**src/rtl/sat_engine_seq_if.sv**
```systemverilog
// sat_engine_seq_if: imply/decide/analyze/backtrack handshakes between sequencer and datapath
interface sat_engine_seq_if #(parameter int WIDTH_BIN_ID = 10);
  logic apply_imply_o, done_imply_i, conflict_i, all_c_is_sat_i;
  logic start_decision_o, done_decision_i;
  logic apply_analyze_o, done_analyze_i;
  logic [WIDTH_BIN_ID-1:0] bkt_bin_num_i;
  logic apply_bkt_cur_bin_o, done_bkt_cur_bin_i;
  modport master (
    output apply_imply_o, start_decision_o, apply_analyze_o, apply_bkt_cur_bin_o,
    input done_imply_i, conflict_i, all_c_is_sat_i, done_decision_i, done_analyze_i,
    input bkt_bin_num_i, done_bkt_cur_bin_i
  );
  modport slave (
    input apply_imply_o, start_decision_o, apply_analyze_o, apply_bkt_cur_bin_o,
    output done_imply_i, conflict_i, all_c_is_sat_i, done_decision_i, done_analyze_i,
    output bkt_bin_num_i, done_bkt_cur_bin_i
  );
endinterface

```
**src/rtl/sat_engine_seq.sv**
```systemverilog
// sat_engine_seq: bin SAT sequencer with conflict/cycle budgets, abort, status and saturating stats
module sat_engine_seq #(
  parameter int WIDTH_LVL = 16,
  parameter int WIDTH_BIN_ID = 10,
  parameter int WIDTH_CNT = 16
) (
  input  logic                 clk,
  input  logic                 rst,
  input  logic                 start_core_i,
  input  logic                 abort_i,
  input  logic [WIDTH_CNT-1:0] conflict_budget_i,
  input  logic [WIDTH_CNT-1:0] cycle_budget_i,
  input  logic [WIDTH_LVL-1:0] cur_bin_num_i,
  sat_engine_seq_if.master     dp,
  output logic                 done_core_o,
  output logic                 busy_o,
  output logic [1:0]           status_o,
  output logic [1:0]           abort_cause_o,
  output logic                 sat_o,
  output logic                 unsat_o,
  output logic [WIDTH_CNT-1:0] conflict_cnt_o,
  output logic [WIDTH_CNT-1:0] decision_cnt_o,
  output logic [WIDTH_CNT-1:0] cycle_cnt_o
);
  localparam int WCMP = WIDTH_LVL > WIDTH_BIN_ID ? WIDTH_LVL : WIDTH_BIN_ID;
  typedef enum logic [2:0] {IDLE, IMPLY, DECIDE, ANALYZE, BKT, DONE} state_t;
  state_t state, state_nxt;
  logic [WIDTH_CNT-1:0] conf_budget, cyc_budget, conf_cnt, dec_cnt, cyc_cnt;
  logic [WIDTH_CNT-1:0] conf_inc, dec_inc, cyc_inc;
  logic [1:0] status, cause, fin_st, fin_cause, pend_cause;
  logic pend, fin, working, cyc_hit, bkt_leaves;
  assign conf_inc = &conf_cnt ? conf_cnt : conf_cnt + WIDTH_CNT'(1);
  assign dec_inc = &dec_cnt ? dec_cnt : dec_cnt + WIDTH_CNT'(1);
  assign cyc_inc = &cyc_cnt ? cyc_cnt : cyc_cnt + WIDTH_CNT'(1);
  assign working = state inside {IMPLY, DECIDE, ANALYZE, BKT};
  assign cyc_hit = cyc_budget != '0 && cyc_inc == cyc_budget;
  assign bkt_leaves = WCMP'(dp.bkt_bin_num_i) != WCMP'(cur_bin_num_i);
  // fin selects DONE; fin_st/fin_cause carry the outcome recorded on that transition
  always_comb begin
    state_nxt = state;
    fin = 1'b0;
    fin_st = 2'd3;
    fin_cause = pend_cause;
    case (state)
      IDLE: state_nxt = start_core_i ? IMPLY : IDLE;
      IMPLY:
        if (dp.done_imply_i) begin
          if (dp.conflict_i) begin
            fin = conf_budget != '0 && conf_inc == conf_budget;
            fin_cause = 2'd1;
            state_nxt = ANALYZE;
          end else if (dp.all_c_is_sat_i) begin
            fin = 1'b1;
            fin_st = 2'd1;
          end else if (pend) fin = 1'b1;
          else state_nxt = DECIDE;
        end
      DECIDE:
        if (dp.done_decision_i) begin
          fin = pend;
          state_nxt = IMPLY;
        end
      ANALYZE:
        if (dp.done_analyze_i) begin
          fin = bkt_leaves | pend;
          fin_st = bkt_leaves ? 2'd2 : 2'd3;
          state_nxt = BKT;
        end
      BKT:
        if (dp.done_bkt_cur_bin_i) begin
          fin = pend;
          state_nxt = IMPLY;
        end
      DONE: state_nxt = IDLE;
      default: state_nxt = IDLE;
    endcase
    if (fin) state_nxt = DONE;
  end
  always_ff @(posedge clk) begin
    if (rst) begin
      state <= IDLE;
      status <= '0;
      cause <= '0;
      conf_cnt <= '0;
      dec_cnt <= '0;
      cyc_cnt <= '0;
      pend <= 1'b0;
      pend_cause <= '0;
      conf_budget <= '0;
      cyc_budget <= '0;
    end else begin
      state <= state_nxt;
      if (state == IDLE && start_core_i) begin
        conf_budget <= conflict_budget_i;
        cyc_budget <= cycle_budget_i;
        conf_cnt <= '0;
        dec_cnt <= '0;
        cyc_cnt <= '0;
        status <= '0;
        cause <= '0;
        pend <= 1'b0;
      end
      if (fin) begin
        status <= fin_st;
        cause <= fin_st == 2'd3 ? fin_cause : 2'd0;
      end
      if (working) cyc_cnt <= cyc_inc;
      if (state == IMPLY && dp.done_imply_i && dp.conflict_i) conf_cnt <= conf_inc;
      if (state == DECIDE && dp.done_decision_i) dec_cnt <= dec_inc;
      if (working && !pend && (abort_i || cyc_hit)) begin
        pend <= 1'b1;
        pend_cause <= abort_i ? 2'd0 : 2'd2;
      end
    end
  end
  assign dp.apply_imply_o = state == IMPLY;
  assign dp.start_decision_o = state == DECIDE;
  assign dp.apply_analyze_o = state == ANALYZE;
  assign dp.apply_bkt_cur_bin_o = state == BKT;
  assign done_core_o = state == DONE;
  assign busy_o = state != IDLE;
  assign status_o = status;
  assign abort_cause_o = cause;
  assign sat_o = status == 2'd1;
  assign unsat_o = status == 2'd2;
  assign conflict_cnt_o = conf_cnt;
  assign decision_cnt_o = dec_cnt;
  assign cycle_cnt_o = cyc_cnt;
endmodule

```
**src/flat_wrapper.sv**
```systemverilog
// flat-port wrapper written by rule: the top's interface ports become plain ports
module sat_engine_seq_flat 
#(
  parameter int WIDTH_LVL = 16,
  parameter int WIDTH_BIN_ID = 10,
  parameter int WIDTH_CNT = 16
)
  (clk, rst, start_core_i, abort_i, conflict_budget_i, cycle_budget_i, cur_bin_num_i, done_core_o, busy_o, status_o, abort_cause_o, sat_o, unsat_o, conflict_cnt_o, decision_cnt_o, cycle_cnt_o, dp_apply_imply_o, dp_start_decision_o, dp_apply_analyze_o, dp_apply_bkt_cur_bin_o, dp_done_imply_i, dp_conflict_i, dp_all_c_is_sat_i, dp_done_decision_i, dp_done_analyze_i, dp_bkt_bin_num_i, dp_done_bkt_cur_bin_i);
  sat_engine_seq_if #(.WIDTH_BIN_ID(WIDTH_BIN_ID)) dp_i ();
  input  logic clk;
  input  logic rst;
  input  logic start_core_i;
  input  logic abort_i;
  input  logic [WIDTH_CNT-1:0] conflict_budget_i;
  input  logic [WIDTH_CNT-1:0] cycle_budget_i;
  input  logic [WIDTH_LVL-1:0] cur_bin_num_i;
  output logic done_core_o;
  output logic busy_o;
  output logic [1:0] status_o;
  output logic [1:0] abort_cause_o;
  output logic sat_o;
  output logic unsat_o;
  output logic [WIDTH_CNT-1:0] conflict_cnt_o;
  output logic [WIDTH_CNT-1:0] decision_cnt_o;
  output logic [WIDTH_CNT-1:0] cycle_cnt_o;
  output wire logic [$bits(dp_i.apply_imply_o)-1:0] dp_apply_imply_o;
  output wire logic [$bits(dp_i.start_decision_o)-1:0] dp_start_decision_o;
  output wire logic [$bits(dp_i.apply_analyze_o)-1:0] dp_apply_analyze_o;
  output wire logic [$bits(dp_i.apply_bkt_cur_bin_o)-1:0] dp_apply_bkt_cur_bin_o;
  input wire logic [$bits(dp_i.done_imply_i)-1:0] dp_done_imply_i;
  input wire logic [$bits(dp_i.conflict_i)-1:0] dp_conflict_i;
  input wire logic [$bits(dp_i.all_c_is_sat_i)-1:0] dp_all_c_is_sat_i;
  input wire logic [$bits(dp_i.done_decision_i)-1:0] dp_done_decision_i;
  input wire logic [$bits(dp_i.done_analyze_i)-1:0] dp_done_analyze_i;
  input wire logic [$bits(dp_i.bkt_bin_num_i)-1:0] dp_bkt_bin_num_i;
  input wire logic [$bits(dp_i.done_bkt_cur_bin_i)-1:0] dp_done_bkt_cur_bin_i;
  assign dp_apply_imply_o = dp_i.apply_imply_o;
  assign dp_start_decision_o = dp_i.start_decision_o;
  assign dp_apply_analyze_o = dp_i.apply_analyze_o;
  assign dp_apply_bkt_cur_bin_o = dp_i.apply_bkt_cur_bin_o;
  assign dp_i.done_imply_i = dp_done_imply_i;
  assign dp_i.conflict_i = dp_conflict_i;
  assign dp_i.all_c_is_sat_i = dp_all_c_is_sat_i;
  assign dp_i.done_decision_i = dp_done_decision_i;
  assign dp_i.done_analyze_i = dp_done_analyze_i;
  assign dp_i.bkt_bin_num_i = dp_bkt_bin_num_i;
  assign dp_i.done_bkt_cur_bin_i = dp_done_bkt_cur_bin_i;
  sat_engine_seq #(.WIDTH_LVL(WIDTH_LVL), .WIDTH_BIN_ID(WIDTH_BIN_ID), .WIDTH_CNT(WIDTH_CNT)) u_core (.clk(clk), .rst(rst), .start_core_i(start_core_i), .abort_i(abort_i), .conflict_budget_i(conflict_budget_i), .cycle_budget_i(cycle_budget_i), .cur_bin_num_i(cur_bin_num_i), .dp(dp_i), .done_core_o(done_core_o), .busy_o(busy_o), .status_o(status_o), .abort_cause_o(abort_cause_o), .sat_o(sat_o), .unsat_o(unsat_o), .conflict_cnt_o(conflict_cnt_o), .decision_cnt_o(decision_cnt_o), .cycle_cnt_o(cycle_cnt_o));
endmodule
```
**config.mk**
```make
export PLATFORM = sky130hd
export DESIGN_NAME = sat_engine_seq_flat
export DESIGN_NICKNAME = d
export VERILOG_FILES = /design/src/rtl/sat_engine_seq_if.sv /design/src/rtl/sat_engine_seq.sv /design/src/flat_wrapper.sv
export SDC_FILE = /design/constraint.sdc
export NUM_CORES = 1
export LEC_CHECK = 0
export BUFFER_PORTS_ARGS = -buffer_cell sky130_fd_sc_hd__buf_2
export CORE_UTILIZATION = 30
export DETAILED_ROUTE_END_ITERATION = 16
export GPL_ROUTABILITY_DRIVEN = 0
export SLEW_MARGIN = 20
export SYNTH_ARGS = -nofsm -noshare
export SYNTH_HDL_FRONTEND = slang
export SYNTH_SLANG_ARGS = --single-unit
```
**constraint.sdc**
```tcl
create_clock -name clk -period 8.4 [get_ports clk]
set_input_delay 0.42 -clock clk [delete_from_list [all_inputs] [get_ports clk]]
set_output_delay 0.42 -clock clk [all_outputs]
set_load 0.01 [all_outputs]
```
== Yosys cells after proc, flatten, opt, wreduce, memory -nomap -nowiden ==
Cells that the tools add are included.
Storage, ports and cells
  register bits: 90
  bits of input ports: 68
  word-level logic and storage cells: 107
Cells by class
  add/subtract/negate cells: 3
  equality and inequality tests: 24
  mux-type cells: 41
  bitwise operators: 1
  reduce and logical (&&, ||, !) cells: 27
Operator list (count)
  2-to-1 mux 16 bit: 7
  adder 16 x 1 -> 16 bit, second input constant: 3
  AND reduction 16 bit: 3
  equality test 16 bit: 2
  nonzero test 16 bit: 2
  2-to-1 mux 2 bit: 12
  2-to-1 mux 3 bit: 8
  != test 10 x 16 -> 1 bit: 1
  one-hot mux 3 bit (5 select lines): 1
  != test 3 x 1 -> 1 bit, second input constant: 4
  AND reduction 6 bit: 2
  2-to-1 mux 1 bit: 11
  nonzero test 2 bit: 5
  logical AND 1 bit: 8
  != test 2 x 1 -> 1 bit, second input constant: 4
  equality test 3 x 2 -> 1 bit, second input constant: 2
  equality test 3 bit, second input constant: 2
  != test 3 bit, second input constant: 2
  equality test 2 bit, second input constant: 2
  != test 4 x 3 -> 1 bit, second input constant: 1
  != test 4 bit, second input constant: 1
  one-hot mux 1 bit (4 select lines): 1
  one-hot mux 2 bit (2 select lines): 1
  nonzero test 4 bit: 1
  other kinds (10): 10

== Longest topological paths before layout ==
Gate-level depths: netlist of the first run.
  word-level depth: 9
  depth in mapped cells: 11

== Worst setup path after synthesis of the first run ==
No wires, ideal clock.
  kind: register to register
  start point: reg u_core.cyc_cnt[0], in the netlist u_core.cycle_cnt_o[0]
  end point: reg u_core.pend_cause[1]
  library setup time: 0.067 ns
  arrival: 2.985 ns
  data required time: 8.333 ns
  path slack: 5.348 ns
  cell stages (with the launch flop): 11
  buffers on the path: 1
  period minus slack after synthesis: 3.052 ns
  cells stage by stage: dfxtp_1 -> ha_1 -> clkbuf_8 -> nand4_4 -> or4_2 -> nand4_1 -> xnor2_1 -> o311ai_1 -> or4_1 -> or4_1 -> o21ai_2
On the way
  cells in the longest elaborated chain, start to end: 6
  elaborated cells on any way between the ends: 7
  those cells by class: 1 x add/sub; 1 x eq/ne; 1 x mux; 4 x reduce/logical
Ends and longest elaborated chain
  start, declared: line sat_engine_seq.sv:28  | logic [WIDTH_CNT-1:0] conf_budget, cyc_budget, conf_cnt, dec_cnt, cyc_cnt;
  start signal, assigned: line sat_engine_seq.sv:107  | if (working) cyc_cnt <= cyc_inc;
  adder 16 x 1 -> 16 bit / AND reduction 16 bit (equally long branches): line sat_engine_seq.sv:34  | assign cyc_inc = &cyc_cnt ? cyc_cnt : cyc_cnt + WIDTH_CNT'(1);
  2-to-1 mux 16 bit (*): line sat_engine_seq.sv:34
  equality test 16 bit (*): line sat_engine_seq.sv:36  | assign cyc_hit = cyc_budget != '0 && cyc_inc == cyc_budget;
  logical AND 1 bit (*): line sat_engine_seq.sv:36
  logical OR 1 bit (*): line sat_engine_seq.sv:110  | if (working && !pend && (abort_i || cyc_hit)) begin
  logical AND 1 bit (*): line sat_engine_seq.sv:110
  end signal, assigned: line sat_engine_seq.sv:112  | pend_cause <= abort_i ? 2'd0 : 2'd2;
  end, declared: line sat_engine_seq.sv:30  | logic [1:0] status, cause, fin_st, fin_cause, pend_cause;
Every way passes the cells marked *; elsewhere a longest branch is shown, timed or not.
A chain may end at the register's enable or synchronous reset.

== Worst setup path after layout of the first run ==
  start point: reg u_core.conf_cnt[0], in the netlist u_core.conflict_cnt_o[0]
  end point: reg u_core.cause[1], in the netlist u_core.abort_cause_o[1]
On the way
  cells in the longest elaborated chain, start to end: 8
  elaborated cells on any way between the ends: 10
  those cells by class: 1 x add/sub; 1 x eq/ne; 5 x mux; 3 x reduce/logical
Ends and longest elaborated chain
  start, declared: line sat_engine_seq.sv:28
  start signal, assigned: line sat_engine_seq.sv:108  | if (state == IMPLY && dp.done_imply_i && dp.conflict_i) conf_cnt <= conf_inc;
  adder 16 x 1 -> 16 bit / AND reduction 16 bit (equally long branches): line sat_engine_seq.sv:32  | assign conf_inc = &conf_cnt ? conf_cnt : conf_cnt + WIDTH_CNT'(1);
  2-to-1 mux 16 bit (*): line sat_engine_seq.sv:32
  equality test 16 bit (*): line sat_engine_seq.sv:49  | fin = conf_budget != '0 && conf_inc == conf_budget;
  logical AND 1 bit (*): line sat_engine_seq.sv:49
  2-to-1 mux 1 bit (*): line sat_engine_seq.sv:48  | if (dp.conflict_i) begin
  2-to-1 mux 1 bit (*): line sat_engine_seq.sv:47  | if (dp.done_imply_i) begin
  one-hot mux 1 bit (4 select lines) (*): line sat_engine_seq.sv:44  | case (state)
  2-to-1 mux 2 bit / nonzero test 2 bit (equally long branches)
  end signal, assigned: line sat_engine_seq.sv:105  | cause <= fin_st == 2'd3 ? fin_cause : 2'd0;
  end, declared: line sat_engine_seq.sv:30
Marked as above.

==> results of run 1 <==
## worst paths after layout
check,from,slack [ns],end
hold reg to reg,u_core.cyc_budget[15],0.49,u_core.cyc_budget[15]
hold / removal,abort_i,0.29,u_core.pend_cause[1]
setup / recovery,u_core.conflict_cnt_o[0],5.05,u_core.abort_cause_o[1]
setup reg to reg,u_core.conflict_cnt_o[0],5.05,u_core.abort_cause_o[1]
## cell families after synthesis
logic type	share of synthesized area
xor+xnor	0.0775
flops	0.322
buf+inv	0.0551
mux	0.0224
fa+ha+maj	0.00678
simple gates	0.324
compound gates	0.192
## per-layer routing
| metal | wire, um | vias to the layer above | part of all wire |
|---|---|---|---|
| met1 | 7460 | 2633 | 0.44 |
| met3 | 1130 | 22 | 0.066 |
| met5 | 0 | - | 0 |
| met4 | 246 | 0 | 0.014 |
| met2 | 8310 | 177 | 0.48 |
| li1 | - | 2831 | - |
## cell usage in the layout (no fill, tap or decap), types with 22 or more instances in the layout
master / n
nand2_1: 113
nand3_1: 22
nor3_1: 22
buf_2: 127
a21oi_1: 80
nand4_1: 23
o21ai_0: 28
nor2_1: 69
dfxtp_1: 89
xnor2_1: 30
## where the power goes
part,switching [mW],leakage (nW),internal (mW)
clock,0.183,0.165,0.273
combinational,0.316,1.74,0.180
sequential,0.0677,0.722,0.468
## flip-flops by register name (all words and copies together), names as in the netlist
register and flops:
u_core.conflict_cnt_o 16, u_core.state 3, u_core.decision_cnt_o 16, u_core.cycle_cnt_o 16, u_core.conf_budget 16, u_core.cyc_budget 16, u_core.pend_cause 1, u_core.abort_cause_o 2
u_core.status_o 2, u_core.pend 1
## layout make-up
type	count	area, um2	area share
multi-input cells	584	3460	0.527
flip-flops and latches	89	1780	0.271
repair buffers	131	666	0.101
well taps	229	287	0.0436
clock buffers	10	239	0.0364
clock inverters	6	97.6	0.0149
inverters	10	37.5	0.00572
## worst max-delay path, stage by stage, from the launching register on
cell and delay (ns):
dfxtp_1 0.44, ha_1 0.39, nand3_1 0.23, nor4_2 0.61, nor3b_1 0.10, a2111oi_0 0.32, nand4_1 0.20, nor4_1 0.42
a21oi_1 0.26, a31o_2 0.29
## metrics by stage
stage / hold slack [ns] / power (mW) / utilization
2_1_floorplan: 0.457 / 0.885 / -
3_3_place_gp: 0.477 / 1.04 / 0.345
3_5_place_dp: 0.479 / 1.04 / 0.345
4_1_cts: 0.277 / 1.50 / 0.364
5_1_grt: 0.282 / 1.58 / 0.364
6_report: 0.290 / 1.49 / 0.364
==> impl_metrics.json, run 1 <==
{
  "hold_violations": 0,
  "final_area_um2": 6570,
  "use_met3": 0.0450,
  "numPortBuffers": 127,
  "critPathRequiredTime_ns": 8.65,
  "cp-start-kind": "register",
  "drt_pass1_iterations": 5,
  "areaGrowthSynthToFinish_pct": 18.5,
  "drc": 0,
  "n_fill_cell": 1954,
  "netlist_area_um2": 5540,
  "rsz0062_at_grt": "false",
  "ant_nets": 0,
  "critPathKind": "reg2reg",
  "clock_path_buffers": 2,
  "worstSetupEndpointType": "register",
  "vias": 5663,
  "avgSynthCellArea_um2": 7.53,
  "hold_path.class": "in2reg",
  "routed_wl_mm": 17.2,
  "cp.arrival_ns": 3.60,
  "layout.nets": 896,
  "ctsHoldBuffers": 0,
  "cts_setup_buffers": 0,
  "syn_nets": 806,
  "cts_resized": 0,
  "run_status": "finished clean",
  "overflow": 0,
  "p_per_area_nw_per_um2": 227,
  "synth_ff_type": "dfxtp_1",
  "grt_use_total": 0.182,
  "htree_num_levels": 3,
  "synth_edf_count": 0,
  "synth_top_area_cell": "dfxtp_1",
  "cts_sinks": 89,
  "finalCritPeriodShare": 0.399,
  "cap_violations": 0,
  "clkTransAtPathRegs_ns": 0.07,
  "coreArea_um2": 18000,
  "wire_per_inst_um": 16.2,
  "dp_slack_ns": 5.10,
  "place_area_um2": 6220,
  "antenna_found_initial": 0,
  "min_period_ns": 3.35,
  "slew_viol_final": 0,
  "synth.top_cells.by_count": "nand2_1 (113), dfxtp_1 (89), a21oi_1 (80), nor2_1 (69), clkbuf_1 (34)",
  "row_count": 49,
  "relSlewSlack": 0.409,
  "cts_buffers": 9,
  "ir_drop_uv": 129,
  "grt_pass1_wl_mm": 27.0,
  "r2r_cells": 9,
  "fin_tns_setup_ns": 0,
  "ys_seq_area_frac": 0.322,
  "insertion_delay_ns": 0.35,
  "dp_cells": 1043,
  "grt_max_degree": 64,
  "synth_top_area_frac": 0.322,
  "timing.fmax_ghz": 0.298,
  "crit_fanout": 10,
  "start_util": 0.307,
  "holdPathStages": 2,
  "io_pins": 128,
  "grt_pass1_vias": 5140,
  "via_per_inst": 5.35,
  "synth_seq_cells": 89,
  "synth_area_leaders": "dfxtp_1 (32%), nand2_1 (7.7%), a21oi_1 (7.2%)",
  "die_area_um2": 19000,
  "setup_ws_ns": 5.05,
  "setup-violations-final": 0,
  "ys_types": 65,
  "drt-initial-drc-count": 414,
  "hpwl_mm": 12.5,
  "fp.dieW_um": 138,
  "diodes": 0,
  "synthArstFlopShare": 0,
  "grt_most_used_layer": "met2",
  "synth_most_common_cell": "nand2_1",
  "worstMarginPinSlew_ns": 0.886,
  "die_y_um": 138,
  "drive_gt1_frac": 0.208,
  "ys_warn_count": 0,
  "use_met1": 0.230,
  "postSynthCellCount": 735,
  "cts_tree": "done",
  "grtUsageMet2": 0.308,
  "leakage_nw": 2.63,
  "fin_worst_skew_ns": 0.00798,
  "cts_root_buffer": "clkbuf_16",
  "final_cells": 1059
}
Note: power is estimated with default switching activity, not from simulation.
==> run 2: changes to the inputs <==
Clock period 8.4 ns to 3.4 ns, I/O delays scaled along.
==> impl_metrics.json, run 2 (same netlist as run 1, synthesis figures left out) <==
{
  "run_status": "finished clean",
  "cts_sinks": 89,
  "row_count": 49,
  "io_pins": 128,
  "final_common_cell": "buf_2",
  "htree_num_levels": 3,
  "drt-initial-drc-count": 302,
  "min_period_ns": 3.17,
  "grt_pass1_vias": 5052,
  "crit_path_max_incr_delay_ns": 0.69,
  "wire_per_inst_um": 16.0,
  "layout.nets": 907,
  "worstSetupEndpointType": "register",
  "p_per_area_nw_per_um2": 551,
  "insertion_delay_ns": 0.35,
  "crit_fanout": 10,
  "fin_worst_skew_ns": 0.00855,
  "clkTransAtPathRegs_ns": 0.07,
  "ir_drop_uv": 306,
  "crit_chain": "ha_1, nand4_4, or4_2, nand4_1, xnor2_1, o311ai_1, or4_1, or4_1, o21ai_2",
  "cp-start-kind": "register",
  "ctsHoldBuffers": 0,
  "timing.fmax_ghz": 0.315,
  "final_cell_mix": "buf_2 (127), nand2_1 (113), dfxtp_1 (88), a21oi_1 (80), nor2_1 (69)",
  "cts_buffers": 9,
  "finalCritPeriodShare": 0.933,
  "worstMarginPinSlew_ns": 0.755,
  "start_util": 0.307,
  "cts_root_buffer": "clkbuf_16",
  "ant_nets": 0,
  "grt_max_degree": 42,
  "via_per_inst": 5.30,
  "path_common_cell": "or4_1",
  "critPathRequiredTime_ns": 3.69,
  "numPortBuffers": 127,
  "die_area_um2": 19000,
  "worst_path_max_delay_cell": "or4_2",
  "hold_path.class": "in2reg",
  "grt_pass1_wl_mm": 27.0,
  "vias": 5671,
  "fp.dieW_um": 138,
  "cts_setup_buffers": 0,
  "coreArea_um2": 18000,
  "areaGrowthSynthToFinish_pct": 19.6,
  "antenna_found_initial": 0,
  "drive_gt1_frac": 0.219,
  "rsz0062_at_grt": "false",
  "clock_path_buffers": 2,
  "overflow": 0,
  "cts_resized": 0,
  "routed_wl_mm": 17.1,
  "relSlewSlack": 0.496,
  "leakage_nw": 2.67,
  "cts_tree": "done",
  "cp_num_buf_inv": 0,
  "grt_use_total": 0.184,
  "critPathKind": "reg2reg",
  "diodes": 0,
  "cp.arrival_ns": 3.46,
  "drc": 0,
  "hpwl_mm": 12.7,
  "die_y_um": 138,
  "cap_violations": 0,
  "drt_pass1_iterations": 5,
  "fin_tns_setup_ns": 0,
  "hold_violations": 0,
  "slew_viol_final": 0,
  "setup-violations-final": 0,
  "dp_cells": 1054,
  "final_cells": 1069,
  "crit_family": "simple AND/OR/NAND/NOR gates"
}
[run 2: area by class of cell]
cell class | count | area (um2)
fill | 1953 | 11400
tap | 229 | 287
clock buffer | 9 | 225
inverter | 10 | 37.5
clock inverter | 6 | 90.1
sequential | 89 | 1780
timing repair buffer | 142 | 748
multi-input combinational | 584 | 3450
[run 2: metrics by stage]
stage	utilization	power, mW	cell area (um2)	hold WS, ns	worst slack [ns]
global placement	0.350	2.60	6300	0.392	0.323
CTS	0.367	3.69	6620	0.00959	0.230
global route	0.367	3.90	6620	0.0137	0.0179
detailed placement	0.350	2.60	6300	0.388	0.241
floorplan	-	2.19	5540	0.257	0.348
finish	0.367	3.65	6620	0.0278	0.226
[run 2: routing by layer]
metal | share of wire | routed length (um) | track usage
met1 | 0.44 | 7540 | 0.231
met5 | 0 | 0 | 0
met2 | 0.48 | 8200 | 0.304
met3 | 0.058 | 984 | 0.0475
met4 | 0.022 | 377 | 0.0610
[run 2: worst paths after layout]
path / start / to / slack (ns) / cells past startpoint
worst max-delay path: u_core.cycle_cnt_o[0] / u_core.pend_cause[1] / 0.23 / 9
worst min-delay path: abort_i / u_core.pend_cause[1] / 0.03 / 2
worst max register to register: u_core.cycle_cnt_o[0] / u_core.pend_cause[1] / 0.23 / 9
worst min register to register: u_core.abort_cause_o[1] / u_core.abort_cause_o[1] / 0.49 / 1
[run 2: power breakdown]
| part | internal (mW) | total [mW] | leakage [nW] | switching [mW] |
|---|---|---|---|---|
| clock | 0.644 | 1.08 | 0.152 | 0.433 |
| sequential | 1.16 | 1.33 | 0.723 | 0.173 |
| combinational | 0.468 | 1.25 | 1.79 | 0.778 |
| total | 2.27 | 3.65 | 2.67 | 1.38 |
[run 2: worst reg2reg max path, stage by stage, from the launching register on]
cell and delay (ns):
dfxtp_1 0.46, ha_1 0.26, nand4_4 0.19, or4_2 0.69, nand4_1 0.15, xnor2_1 0.14
o311ai_1 0.11, or4_1 0.43, or4_1 0.57, o21ai_2 0.12
==> run 3: changes to the inputs <==
Settings changed: PLACE_DENSITY set to 0.47.
==> impl_metrics.json, run 3 (same netlist as run 1, synthesis figures left out) <==
{
  "run_status": "finished clean",
  "clkTransAtPathRegs_ns": 0.06,
  "grt_use_total": 0.191,
  "cts_setup_buffers": 0,
  "cts_root_buffer": "clkbuf_16",
  "n_fill_cell": 1981,
  "fp.dieW_um": 138,
  "final_common_cell": "buf_2",
  "drt-initial-drc-count": 459,
  "timing.fmax_ghz": 0.319,
  "worstMarginPinSlew_ns": 0.810,
  "worstSetupEndpointType": "register",
  "insertion_delay_ns": 0.35,
  "ir_drop_uv": 309,
  "worst_path_max_delay_cell": "or4_2",
  "ant_nets": 0,
  "critPathRequiredTime_ns": 3.68,
  "via_per_inst": 5.28,
  "antenna_found_initial": 1,
  "cts_tree": "done",
  "fin_tns_setup_ns": 0,
  "io_pins": 128,
  "numPortBuffers": 127,
  "coreArea_um2": 18000,
  "overflow": 0,
  "min_period_ns": 3.13,
  "htree_num_levels": 3,
  "hpwl_mm": 13.3,
  "cp-start-kind": "register",
  "die_y_um": 138,
  "crit_fanout": 10,
  "crit_path_max_incr_delay_ns": 0.68,
  "setup-violations-final": 0,
  "cap_violations": 0,
  "p_per_area_nw_per_um2": 536,
  "grt_pass1_vias": 5264,
  "clock_path_buffers": 2,
  "leakage_nw": 2.71,
  "areaGrowthSynthToFinish_pct": 20.4,
  "cp.arrival_ns": 3.42,
  "layout.nets": 916,
  "row_count": 49,
  "r2r_setup_slack_ns": 0.27,
  "ctsHoldBuffers": 0,
  "hold_violations": 0,
  "fin_hold_ws_ns": 0.0306,
  "grt_max_degree": 42,
  "wire_per_inst_um": 16.2,
  "fin_worst_skew_ns": 0.00919,
  "final_cell_mix": "buf_2 (127), nand2_1 (113), dfxtp_1 (89), a21oi_1 (80), nor2_1 (68)",
  "hold_path.class": "in2reg",
  "cts_sinks": 89,
  "rsz0062_at_grt": "false",
  "crit_chain": "ha_1, nand4_4, or4_2, nand4_1, xnor2_1, o311ai_1, or4_1, or4_1, o21ai_2",
  "drc": 0,
  "cts_resized": 0,
  "grt_pass1_wl_mm": 28.0,
  "routed_wl_mm": 17.5,
  "path_common_cell": "or4_1",
  "die_area_um2": 19000,
  "drt_pass1_iterations": 5,
  "vias": 5701,
  "drive_gt1_frac": 0.228,
  "relSlewSlack": 0.460,
  "cts_buffers": 9,
  "slew_viol_final": 0,
  "finalCritPeriodShare": 0.922,
  "critPathKind": "reg2reg",
  "start_util": 0.307
}
[run 3: critical path: cells and delay by family (launching register included)]
kind / cells / cell delay [ns]
AND/OR/NAND/NOR: 5 / 2.00
flip-flops: 1 / 0.42
XOR/XNOR: 1 / 0.15
AO/OA/AOI/OAI: 2 / 0.24
adder cells (fa/ha/maj): 1 / 0.25
[run 3: cell type report]
| class | count | area (um2) | share of cell area |
|---|---|---|---|
| multi-input cells | 584 | 3460 | 0.519 |
| flip-flops and latches | 89 | 1780 | 0.267 |
| repair buffers | 151 | 816 | 0.122 |
| well taps | 229 | 287 | 0.0430 |
| clock buffers | 10 | 239 | 0.0358 |
| clock inverters | 6 | 47.5 | 0.00713 |
| inverters | 10 | 37.5 | 0.00563 |
| diodes | 1 | 2.50 | 0.000375 |
[run 3: power by group]
part / leakage [nW] / switching [mW] / internal, mW
sequential: 0.722 / 0.163 / 1.16
clock: 0.140 / 0.448 / 0.523
combinational: 1.85 / 0.805 / 0.475
total: 2.71 / 1.42 / 2.16
[run 3: routing by layer]
| layer | share of wire | wire (um) | global-route usage | vias up |
|---|---|---|---|---|
| li1 | - | - | - | 2868 |
| met1 | 0.44 | 7660 | 0.240 | 2657 |
| met2 | 0.49 | 8620 | 0.327 | 152 |
| met3 | 0.053 | 925 | 0.0413 | 24 |
| met4 | 0.016 | 276 | 0.0531 | 0 |
| met5 | 0 | 0 | 0 | - |
[run 3: worst paths after layout]
path | cells after the start | endpoint | startpoint
worst min register to register | 2 | u_core.cyc_budget[15] | u_core.cyc_budget[15]
worst max-delay path | 9 | u_core.pend_cause[1] | u_core.cycle_cnt_o[1]
worst max register to register | 9 | u_core.pend_cause[1] | u_core.cycle_cnt_o[1]
worst min-delay path | 2 | u_core.pend_cause[1] | abort_i
[run 3: metrics by stage]
step | util | area [um2] | total power, mW | cells | setup slack [ns]
final | 0.370 | 6670 | 3.57 | 1080 | 0.265
after global routing | 0.370 | 6670 | 3.82 | 1079 | 0.0242
after CTS | 0.369 | 6660 | 3.62 | 1079 | 0.266
after detailed placement | 0.354 | 6370 | 2.63 | 1063 | 0.294
after global placement | 0.354 | 6370 | 2.64 | 1063 | 0.372
after floorplan | - | 5540 | 2.19 | 735 | 0.348
